## config.mk

```make
export PLATFORM = sky130hd
export DESIGN_NAME = unpack_pipe
export DESIGN_NICKNAME = d
export VERILOG_FILES = /design/src/rtl/fpu_unpack_pkg.sv /design/src/rtl/cls.sv /design/src/rtl/leadingzero.sv /design/src/rtl/unpack_classify.sv /design/src/rtl/unpack_pipe.sv
export SDC_FILE = /design/constraint.sdc
export NUM_CORES = 1
export LEC_CHECK = 0
export CORE_ASPECT_RATIO = 0.5
export CORE_MARGIN = 1
export CORE_UTILIZATION = 54
export DETAILED_ROUTE_END_ITERATION = 12
export PLACE_DENSITY = 0.78
export SYNTH_ARGS = -nofsm -noshare
export SYNTH_HDL_FRONTEND = slang
export SYNTH_SLANG_ARGS = --single-unit
```

## constraint.sdc

```tcl
create_clock -name clk -period 28.3 [get_ports clk]
set_input_delay 5.66 -clock clk [delete_from_list [all_inputs] [get_ports clk]]
set_output_delay 5.66 -clock clk [all_outputs]
set_load 0.01 [all_outputs]
```

## src/rtl/fpu_unpack_pkg.sv

```systemverilog
// rtl/fpu_unpack_pkg.sv - shared constants and class-flag type for the operand unpacker
package fpu_unpack_pkg;

   localparam int DBL_BIAS = 1023;
   localparam int SGL_BIAS = 127;
   localparam int DBL_EW   = 11;
   localparam int SGL_EW   = 8;
   localparam int FW       = 53;
   localparam int LZ_ZERO  = 53;

   typedef struct packed {
      logic snan;
      logic qnan;
      logic inf;
      logic denorm;
      logic zero;
   } cls_t;

endpackage

```

## src/rtl/cls.sv

```systemverilog
// rtl/cls.sv - logarithmic left shifter used to normalize the significand
module cls #(
   parameter int u = 53,
   parameter int s = 6
) (
   input  logic [u-1:0] a_i,
   input  logic [s-1:0] sh_i,
   output logic [u-1:0] y_o
);

   logic [u-1:0] stage [s+1];

   assign stage[0] = a_i;

   for (genvar k = 0; k < s; k++) begin : g_stage
      assign stage[k+1] = sh_i[k] ? (stage[k] << (1 << k)) : stage[k];
   end

   assign y_o = stage[s];

endmodule

```

## src/rtl/leadingzero.sv

```systemverilog
// rtl/leadingzero.sv - leading-zero counter, MSB first
module leadingzero #(
   parameter int n = 64,
   parameter int m = 6
) (
   input  logic [n-1:0] a_i,
   output logic [m-1:0] cnt_o
);

   logic found;

   // Callers guarantee a set bit somewhere, so the count never wraps.
   always_comb begin
      cnt_o = '0;
      found = 1'b0;
      for (int i = n - 1; i >= 0; i--) begin
         if (!found) begin
            if (a_i[i]) begin
               found = 1'b1;
            end else begin
               cnt_o = cnt_o + m'(1);
            end
         end
      end
   end

endmodule

```

## src/rtl/unpack_classify.sv

```systemverilog
// rtl/unpack_classify.sv - field split, biased exponent removal and class flags
module unpack_classify
   import fpu_unpack_pkg::*;
#(
   parameter int N  = 64,
   parameter int EW = 13
) (
   input  logic                 db_i,
   input  logic [N-1:0]         x_i,
   output logic                 sign_o,
   output logic [FW-1:0]        te_o,
   output logic signed [EW-1:0] exp_o,
   output cls_t                 cls_o
);

   logic [DBL_EW-1:0]    e;
   logic [FW-2:0]        f;
   logic                 ez;
   logic                 emax;
   logic                 fz;
   logic signed [EW-1:0] bias;

   // Single operands live in the upper word; their fraction is left-aligned into F.
   always_comb begin
      if (db_i) begin
         e    = x_i[62:52];
         f    = x_i[51:0];
         emax = &x_i[62:52];
         bias = EW'(DBL_BIAS);
      end else begin
         e    = {{(DBL_EW - SGL_EW){1'b0}}, x_i[62:55]};
         f    = {x_i[54:32], 29'b0};
         emax = &x_i[62:55];
         bias = EW'(SGL_BIAS);
      end
      ez     = (e == '0);
      fz     = (f == '0);
      sign_o = x_i[N-1];
      te_o   = {~ez, f};
      exp_o  = $signed({{(EW - DBL_EW){1'b0}}, e}) - bias;

      cls_o.zero   = ez && fz;
      cls_o.denorm = ez && !fz;
      cls_o.inf    = emax && fz;
      cls_o.qnan   = emax && f[FW-2];
      cls_o.snan   = emax && !f[FW-2] && !fz;
   end

endmodule

```

## src/rtl/unpack_pipe.sv

```systemverilog
// rtl/unpack_pipe.sv - two-stage valid/ready operand unpacker feeding the FPU datapaths
module unpack_pipe
   import fpu_unpack_pkg::*;
#(
   parameter int N  = 64,
   parameter int EW = 13
) (
   input  logic          clk,
   input  logic          rst,
   input  logic          in_valid,
   output logic          in_ready,
   input  logic          db,
   input  logic [N-1:0]  x,
   output logic          out_valid,
   input  logic          out_ready,
   output logic          sign_o,
   output logic [EW-1:0] exp_o,
   output logic [FW-1:0] f_o,
   output logic [5:0]    lz_o,
   output logic [4:0]    cls_o
);

   logic                 c_sign;
   logic [FW-1:0]        c_te;
   logic signed [EW-1:0] c_exp;
   cls_t                 c_cls;
   logic [5:0]           c_lz_raw;
   logic [5:0]           c_lz;

   logic                 v1_q, v1_d;
   logic                 sign1_q, sign1_d;
   logic [FW-1:0]        te1_q, te1_d;
   logic signed [EW-1:0] exp1_q, exp1_d;
   logic [5:0]           lz1_q, lz1_d;
   cls_t                 cls1_q, cls1_d;

   logic                 v2_q, v2_d;
   logic                 sign_q, sign_d;
   logic signed [EW-1:0] exp_q, exp_d;
   logic [FW-1:0]        f_q, f_d;
   logic [5:0]           lz_q, lz_d;
   cls_t                 cls_q, cls_d;

   logic                 ld1;
   logic                 ld2;
   logic                 special;
   logic [5:0]           sh;
   logic [FW-1:0]        f_sh;

   unpack_classify #(.N(N), .EW(EW)) u_classify (
      .db_i   (db),
      .x_i    (x),
      .sign_o (c_sign),
      .te_o   (c_te),
      .exp_o  (c_exp),
      .cls_o  (c_cls)
   );

   // Trailing ones bound the count at 53 when the significand is all zero.
   leadingzero #(.n(64), .m(6)) u_lz (
      .a_i   ({c_te, {(N - FW){1'b1}}}),
      .cnt_o (c_lz_raw)
   );

   assign c_lz = (c_lz_raw > 6'(LZ_ZERO)) ? 6'(LZ_ZERO) : c_lz_raw;

   assign ld2      = !v2_q || out_ready;
   assign ld1      = !v1_q || ld2;
   assign in_ready = ld1;

   assign special = cls1_q.inf || cls1_q.qnan || cls1_q.snan;
   assign sh      = special ? 6'd0 : lz1_q;

   cls #(.u(FW), .s(6)) u_shift (
      .a_i  (te1_q),
      .sh_i (sh),
      .y_o  (f_sh)
   );

   always_comb begin
      v1_d    = v1_q;
      sign1_d = sign1_q;
      te1_d   = te1_q;
      exp1_d  = exp1_q;
      lz1_d   = lz1_q;
      cls1_d  = cls1_q;
      if (ld1) begin
         v1_d = in_valid;
         if (in_valid) begin
            sign1_d = c_sign;
            te1_d   = c_te;
            exp1_d  = c_exp;
            lz1_d   = c_lz;
            cls1_d  = c_cls;
         end
      end

      v2_d   = v2_q;
      sign_d = sign_q;
      exp_d  = exp_q;
      f_d    = f_q;
      lz_d   = lz_q;
      cls_d  = cls_q;
      // Output registers only change on a real load, so they hold while stalled.
      if (ld2) begin
         v2_d = v1_q;
         if (v1_q) begin
            sign_d = sign1_q;
            cls_d  = cls1_q;
            if (cls1_q.zero) begin
               f_d   = '0;
               exp_d = '0;
               lz_d  = 6'(LZ_ZERO);
            end else if (special) begin
               f_d   = f_sh;
               exp_d = exp1_q;
               lz_d  = 6'd0;
            end else if (cls1_q.denorm) begin
               f_d   = f_sh;
               exp_d = exp1_q + EW'(1) - $signed({{(EW - 6){1'b0}}, lz1_q});
               lz_d  = lz1_q;
            end else begin
               f_d   = f_sh;
               exp_d = exp1_q;
               lz_d  = lz1_q;
            end
         end
      end
   end

   always_ff @(posedge clk) begin
      if (rst) begin
         v1_q    <= 1'b0;
         sign1_q <= 1'b0;
         te1_q   <= '0;
         exp1_q  <= '0;
         lz1_q   <= '0;
         cls1_q  <= '0;
         v2_q    <= 1'b0;
         sign_q  <= 1'b0;
         exp_q   <= '0;
         f_q     <= '0;
         lz_q    <= '0;
         cls_q   <= '0;
      end else begin
         v1_q    <= v1_d;
         sign1_q <= sign1_d;
         te1_q   <= te1_d;
         exp1_q  <= exp1_d;
         lz1_q   <= lz1_d;
         cls1_q  <= cls1_d;
         v2_q    <= v2_d;
         sign_q  <= sign_d;
         exp_q   <= exp_d;
         f_q     <= f_d;
         lz_q    <= lz_d;
         cls_q   <= cls_d;
      end
   end

   assign out_valid = v2_q;
   assign sign_o    = sign_q;
   assign exp_o     = exp_q;
   assign f_o       = f_q;
   assign lz_o      = lz_q;
   assign cls_o     = cls_q;

endmodule

```

[Yosys cells after proc, flatten, opt, wreduce, memory -nomap -nowiden]
Index checks and enable logic that the tools add are counted.
W data, S select, Z words.
Cells by class
  bitwise operators: 1
  $lt $le $gt $ge: 1
  multiplexer cells: 225
  add/sub/neg operators: 55
  reductions and logical operators: 20
Operators by type and width (number)
  $mux W6: 107
  $mux W53: 7
  $add A6 B1 Y6 const B: 51
  $mux W1: 105
  $logic_not A52 Y1: 1
  $mux W52: 1
  $mux W13: 3
  $add A13 B2 Y13 const B: 1
  $sub A13 B7 Y13: 1
  $sub A11 B10 Y12: 1
  $logic_not A11 Y1: 1
  $mux W11: 1
  $reduce_and A11 Y1: 1
  $mux W10: 1
  $reduce_and A8 Y1: 1
  $gt A6 B6 Y1 const B: 1
  $logic_and A1 B1 Y1: 6
  $logic_not A1 Y1: 4
  $logic_or A1 B1 Y1: 4
  $reduce_and A2 Y1: 2
  $add A1 B1 Y2 const B: 1
  $not A1 Y1: 1
Storage, ports and cells
  bits of input ports: 69
  output and inout bits: 80
  bits in registers: 158

[Depth between registers and ports, before layout]
  depth after elaboration: 161
  depth in mapped cells: 137
  gate-level depth less buffers: 125

[Cells and area by module]
Synthesis repeated with hierarchy kept, for this count alone.
Unflattened totals
  cells, all modules: 2745
  area total of the unflattened synthesis: 20206.9 sq um
Modules (own cells, without submodules)
  leadingzero: instances 1, sequential area each 0.0 sq um, area each 9082.5 sq um, cells an instance 1354
  unpack_pipe: instances 1, sequential area each 3163.0 sq um, area each 6507.5 sq um, cells an instance 808
  cls: instances 1, sequential area each 0.0 sq um, area each 3499.6 sq um, cells an instance 415
  unpack_classify: instances 1, sequential area each 0.0 sq um, area each 1117.3 sq um, cells an instance 168

[Worst setup path before layout]
OpenSTA, ideal clock, no wires.
  path kind: input to register
  start point: in db
  end point: reg lz1_q[3]
  stages on the path: 132
  path slack: -0.348 ns
  path buffers: 13
  setup time: 0.070 ns
  arrival time: 28.577 ns
  cells stage by stage: buf_6 buf_6 buf_6 buf_4 buf_4 buf_2 buf_2 buf_1 clkbuf_1 buf_1 clkbuf_1 buf_1 mux2i_1 ha_1 or4b_2 nor3_1 nand2_1 inv_1 (+96 left out) o21ai_0 ha_1 mux2i_1 o21ai_0 ha_1 o22ai_1 o21ai_0 o211ai_1 nand2_1 ha_1 a21o_1 a22oi_1 o21ai_0 nand2_1 xnor2_1 nor2_1 or3_1 a21oi_1
On the way
  longest elaborated chain between the ends: 161
RTL lines
  start: declaration: RTL line unpack_pipe.sv:12  | input logic db,
  $mux W11: RTL line unpack_classify.sv:25  | if (db_i) begin
  $logic_not A11 Y1: RTL line unpack_classify.sv:36  | ez = (e == '0);
  $mux W1: RTL line leadingzero.sv:18  | if (a_i[i]) begin
  $add A1 B1 Y2: RTL line leadingzero.sv:21  | cnt_o = cnt_o + m'(1);
  $mux W6: RTL line leadingzero.sv:18
  $mux W6: RTL line leadingzero.sv:17  | if (!found) begin
  $add A6 B1 Y6: RTL line leadingzero.sv:21
  $mux W6: RTL line leadingzero.sv:18
  (+145 left out)
  $add A6 B1 Y6: RTL line leadingzero.sv:21
  $mux W6: RTL line leadingzero.sv:18
  $mux W6: RTL line leadingzero.sv:17
  $add A6 B1 Y6: RTL line leadingzero.sv:21
  $mux W6: RTL line leadingzero.sv:18
  $mux W6 *: RTL line leadingzero.sv:17
  $gt A6 B6 Y1: RTL line unpack_pipe.sv:65  | assign c_lz = (c_lz_raw > 6'(LZ_ZERO)) ? 6'(LZ_ZERO) : c_lz_raw;
  $mux W6 *: RTL line unpack_pipe.sv:65
  end signal: assignment: RTL line unpack_pipe.sv:150  | lz1_q <= lz1_d;
  end: declaration: RTL line unpack_pipe.sv:34  | logic [5:0] lz1_q, lz1_d;
Mark *: on every way between the ends. The rest lies on a longest branch, timed or not.
A chain may end at the register's enable or synchronous reset.

[Final worst setup path]
  start point: in x[56]
  end point: reg lz1_q[3]
On the way
  longest elaborated chain between the ends: 161
RTL lines
  start: declaration: RTL line unpack_pipe.sv:13  | input logic [N-1:0] x,
  $mux W11 *: RTL line unpack_classify.sv:25
  $logic_not A11 Y1 *: RTL line unpack_classify.sv:36
  $mux W1: RTL line leadingzero.sv:18
  $add A1 B1 Y2: RTL line leadingzero.sv:21
  $mux W6: RTL line leadingzero.sv:18
  $mux W6: RTL line leadingzero.sv:17
  $add A6 B1 Y6: RTL line leadingzero.sv:21
  $mux W6: RTL line leadingzero.sv:18
  (+145 left out)
  $add A6 B1 Y6: RTL line leadingzero.sv:21
  $mux W6: RTL line leadingzero.sv:18
  $mux W6: RTL line leadingzero.sv:17
  $add A6 B1 Y6: RTL line leadingzero.sv:21
  $mux W6: RTL line leadingzero.sv:18
  $mux W6 *: RTL line leadingzero.sv:17
  $gt A6 B6 Y1: RTL line unpack_pipe.sv:65
  $mux W6 *: RTL line unpack_pipe.sv:65
Marks and branches as above.

==> results_dict.tcl <==
set metrics [dict create \
    outcome "completed" \
    rows 45 \
    h-tree-depth 4 \
    crit_top_cell "ha_1" \
    dpl_cell_area_um2 18500 \
    synth-seq-cells 157 \
    synth_top_cell_area_share 0.187 \
    grt.busiest_layer "met1" \
    synth_area_um2 16800 \
    nFillCells 2742 \
    insertion_delay_ns 0.43 \
    io_pins 149 \
    areaGrowthSynthToFinish_pct 15.5 \
    timing.final.crit_period_ns 26.91 \
    ctsRootBufferMaster "clkbuf_16" \
    cp_max_fo 5 \
    met1_usage 0.499 \
    crit_buf_inv 8 \
    yosysUniqueCellTypes 103 \
    grt-ovfl-total 0 \
    die_w_um 251 \
    drt-total-wl_mm 53.9 \
    yosysWarnings 0 \
    antenna_found_initial 4 \
    drv_cap 0 \
    final-hold-violation-count 0 \
    seq_area_frac_synth 0.187 \
    setup_viol_count_final 0 \
    wl_per_cell_um 19.0 \
    crit_family "compound AO/OA/AOI/OAI gates" \
    drt_pass1_iterations 6 \
    tritoncts "built" \
    avgSynthCellArea_um2 7.23 \
    power_density_nw_per_um2 31.9 \
    die_h_um 127 \
    cts_hold_buf 0 \
    start_kind "input port" \
    yosys-top-cells-area "dfxtp_1 19%, mux2i_1 12%, nand2_1 6.9%" \
    hpwl_mm 41.3 \
    viasPerCell 6.25 \
    synthCells 2324 \
    power.leakage_uw 0.00830 \
    critPathRequiredTime_ns 28.65 \
    dieArea_um2 31900 \
    synth_edf_count 0 \
    drc 0 \
    cts_buffers 17 \
    drt-initial-drc-count 2191 \
    peakVddDrop_mv 0.0450 \
    use_met2 0.472 \
    slew_viol_final 0 \
    via_count 17700 \
    max_slew.worst_pin.slew_ns 1.02 \
    synth_top_cell_by_area "dfxtp_1" \
    grtUsageMet3 0.0443 \
    crit_type "in -> reg" \
    slew_headroom 0.317 \
    grt_pass1_wl_mm 84.6 \
    fin_tns_setup_ns 0 \
    clk_pin_slew_ns 0.07 \
    drtAntennaViolNets 0 \
    syn-num-nets 2462 \
    holdPathStages 2 \
    synthFlopType "dfxtp_1" \
    cpPeakStageDelay_ns 0.50 \
    skew_ns 0.0108 \
    arrival_ns 27.26 \
    drive_above_1_share 0.0783 \
    final_area_um2 19400 \
    async_reset_ff_frac 0 \
    min_path_type "reg -> reg" \
    crit_path_end_kind "flip-flop" \
    start_util 0.552 \
    grt_max_degree 95 \
    cts_sinks 157 \
    clk_path_buf_depth 2 \
    finalCritPeriodShare 0.951 \
    port_buffers 148 \
    final_nets 2538 \
    worstRegToRegCells 16 \
    globalplace.congestion 0.995 \
    grt_pass1_vias 15400 \
    crit_cells 126 \
    max_freq_mhz 37.2 \
    coreArea_um2 30500 \
    worst_path_max_delay_cell "or4b_4" \
    track_usage 0.328 \
]
metrics by stage:
stage                     worst slack (ns)  power [uW]  cells  hold slack [ns]  utilization
final                                 1.39         619   2840            0.458        0.637
after floorplan                     0.0923         327   2324            0.432            -
after global placement               0.290         373   2787            0.442        0.606
after global routing                -0.218         644   2840            0.479        0.637
after detailed placement            -0.412         374   2787            0.446        0.606
after CTS                           0.0356         616   2819            0.456        0.627
sequential cells by signal (all words and copies together) (netlist names):
register and flops:
exp1_q 12, te1_q 53, out_valid 1, cls1_q 5, v1_q 1, cls_o 5
sign_o 1, lz1_q 6, exp_o 13, sign1_q 1, f_o 53, lz_o 6
Yosys cell counts, drive strengths merged, types with 17 or more instances:
cell    count
nand2     310
nor2      307
a21oi     219
mux2i     200
dfxtp     157
o21ai     127
clkbuf    100
xnor2      72
ha         68
nand3      66
nor3       63
inv        61
a211oi     49
a22oi      47
xor2       44
buf        34
and2       28
mux2       27
and3       22
a21o       21
a31oi      21
xnor3      20
nor2b      18
nand2b     17
worst register-to-register path: stages, from the launching register on:
cell	delay (ns)
dfxtp_1	0.40
ha_1	0.32
inv_1	0.04
ha_1	0.21
fa_1	0.42
a21o_1	0.18
a21o_1	0.20
a21o_1	0.18
a21oi_1	0.22
o21bai_1	0.09
a21oi_1	0.23
o21bai_1	0.10
a21oi_1	0.18
xor2_1	0.16
o21ai_0	0.09
a22oi_1	0.19
nor2_1	0.06
cells by family (layout without fill, tap and decap cells):
family          Yosys count  after routing  synth area share
simple gates            928            928             0.253
compound gates          610            610             0.228
mux                     227            227             0.138
buf+inv                 195            284            0.0462
flops                   157            157             0.187
xor+xnor                138            138            0.0952
fa+ha+maj                69             69            0.0518
other cells               0              4                 0
power by group:
group / switching [uW] / internal (uW)
combinational: 83.5 / 53.6
clock: 98.4 / 145
sequential: 8.64 / 230
total: 190 / 429
area by class of cell:
type                            instances  area [um2]  share of cell area
Timing Repair Buffer                  191        1810              0.0931
Antenna cell                            4        10.0            0.000516
Clock inverter                         13         176             0.00909
Inverter                               61         229              0.0118
Clock buffer                           19         453              0.0233
Tap cell                              423         529              0.0273
Sequential cell                       157        3140               0.162
Multi-Input combinational cell       1972       13100               0.673
routing by layer:
metal / vias up / routed length (um)
li1: 8543 / -
met1: 8302 / 25700
met5: - / 0
met3: 94 / 4730
met4: 0 / 1270
met2: 809 / 22200
layout by cell type (no fill, tap or decap), drive strengths merged, types with 22 or more instances in the layout:
cell	synthesis	layout
nand2	310	310
xnor2	72	72
nand3	66	66
clkdlybuf4s50	0	143
xor2	44	44
o21ai	127	127
and3	22	22
a211oi	49	49
ha	68	68
dfxtp	157	157
mux2i	200	200
and2	28	28
mux2	27	27
a21oi	219	219
a22oi	47	47
nor3	63	63
buf	34	45
nor2	307	307
inv	61	66
final timing paths:
| check | startpoint | end | slack, ns |
|---|---|---|---|
| min | sign1_q | sign_o | 0.46 |
| max | x[56] | lz1_q[3] | 1.39 |
| max reg2reg | lz1_q[1] | exp_o[11] | 24.88 |
| min reg2reg | sign1_q | sign_o | 0.46 |
repair_timing:
| action | CTS | global route |
|---|---|---|
| pin swaps | 0 | 21 |
| resized for setup | 1 | 48 |
| setup endpoints to repair | 1 | 6 |
| buffers inserted | 0 | 17 |
No activity file was read; power rests on OpenSTA's default activity.
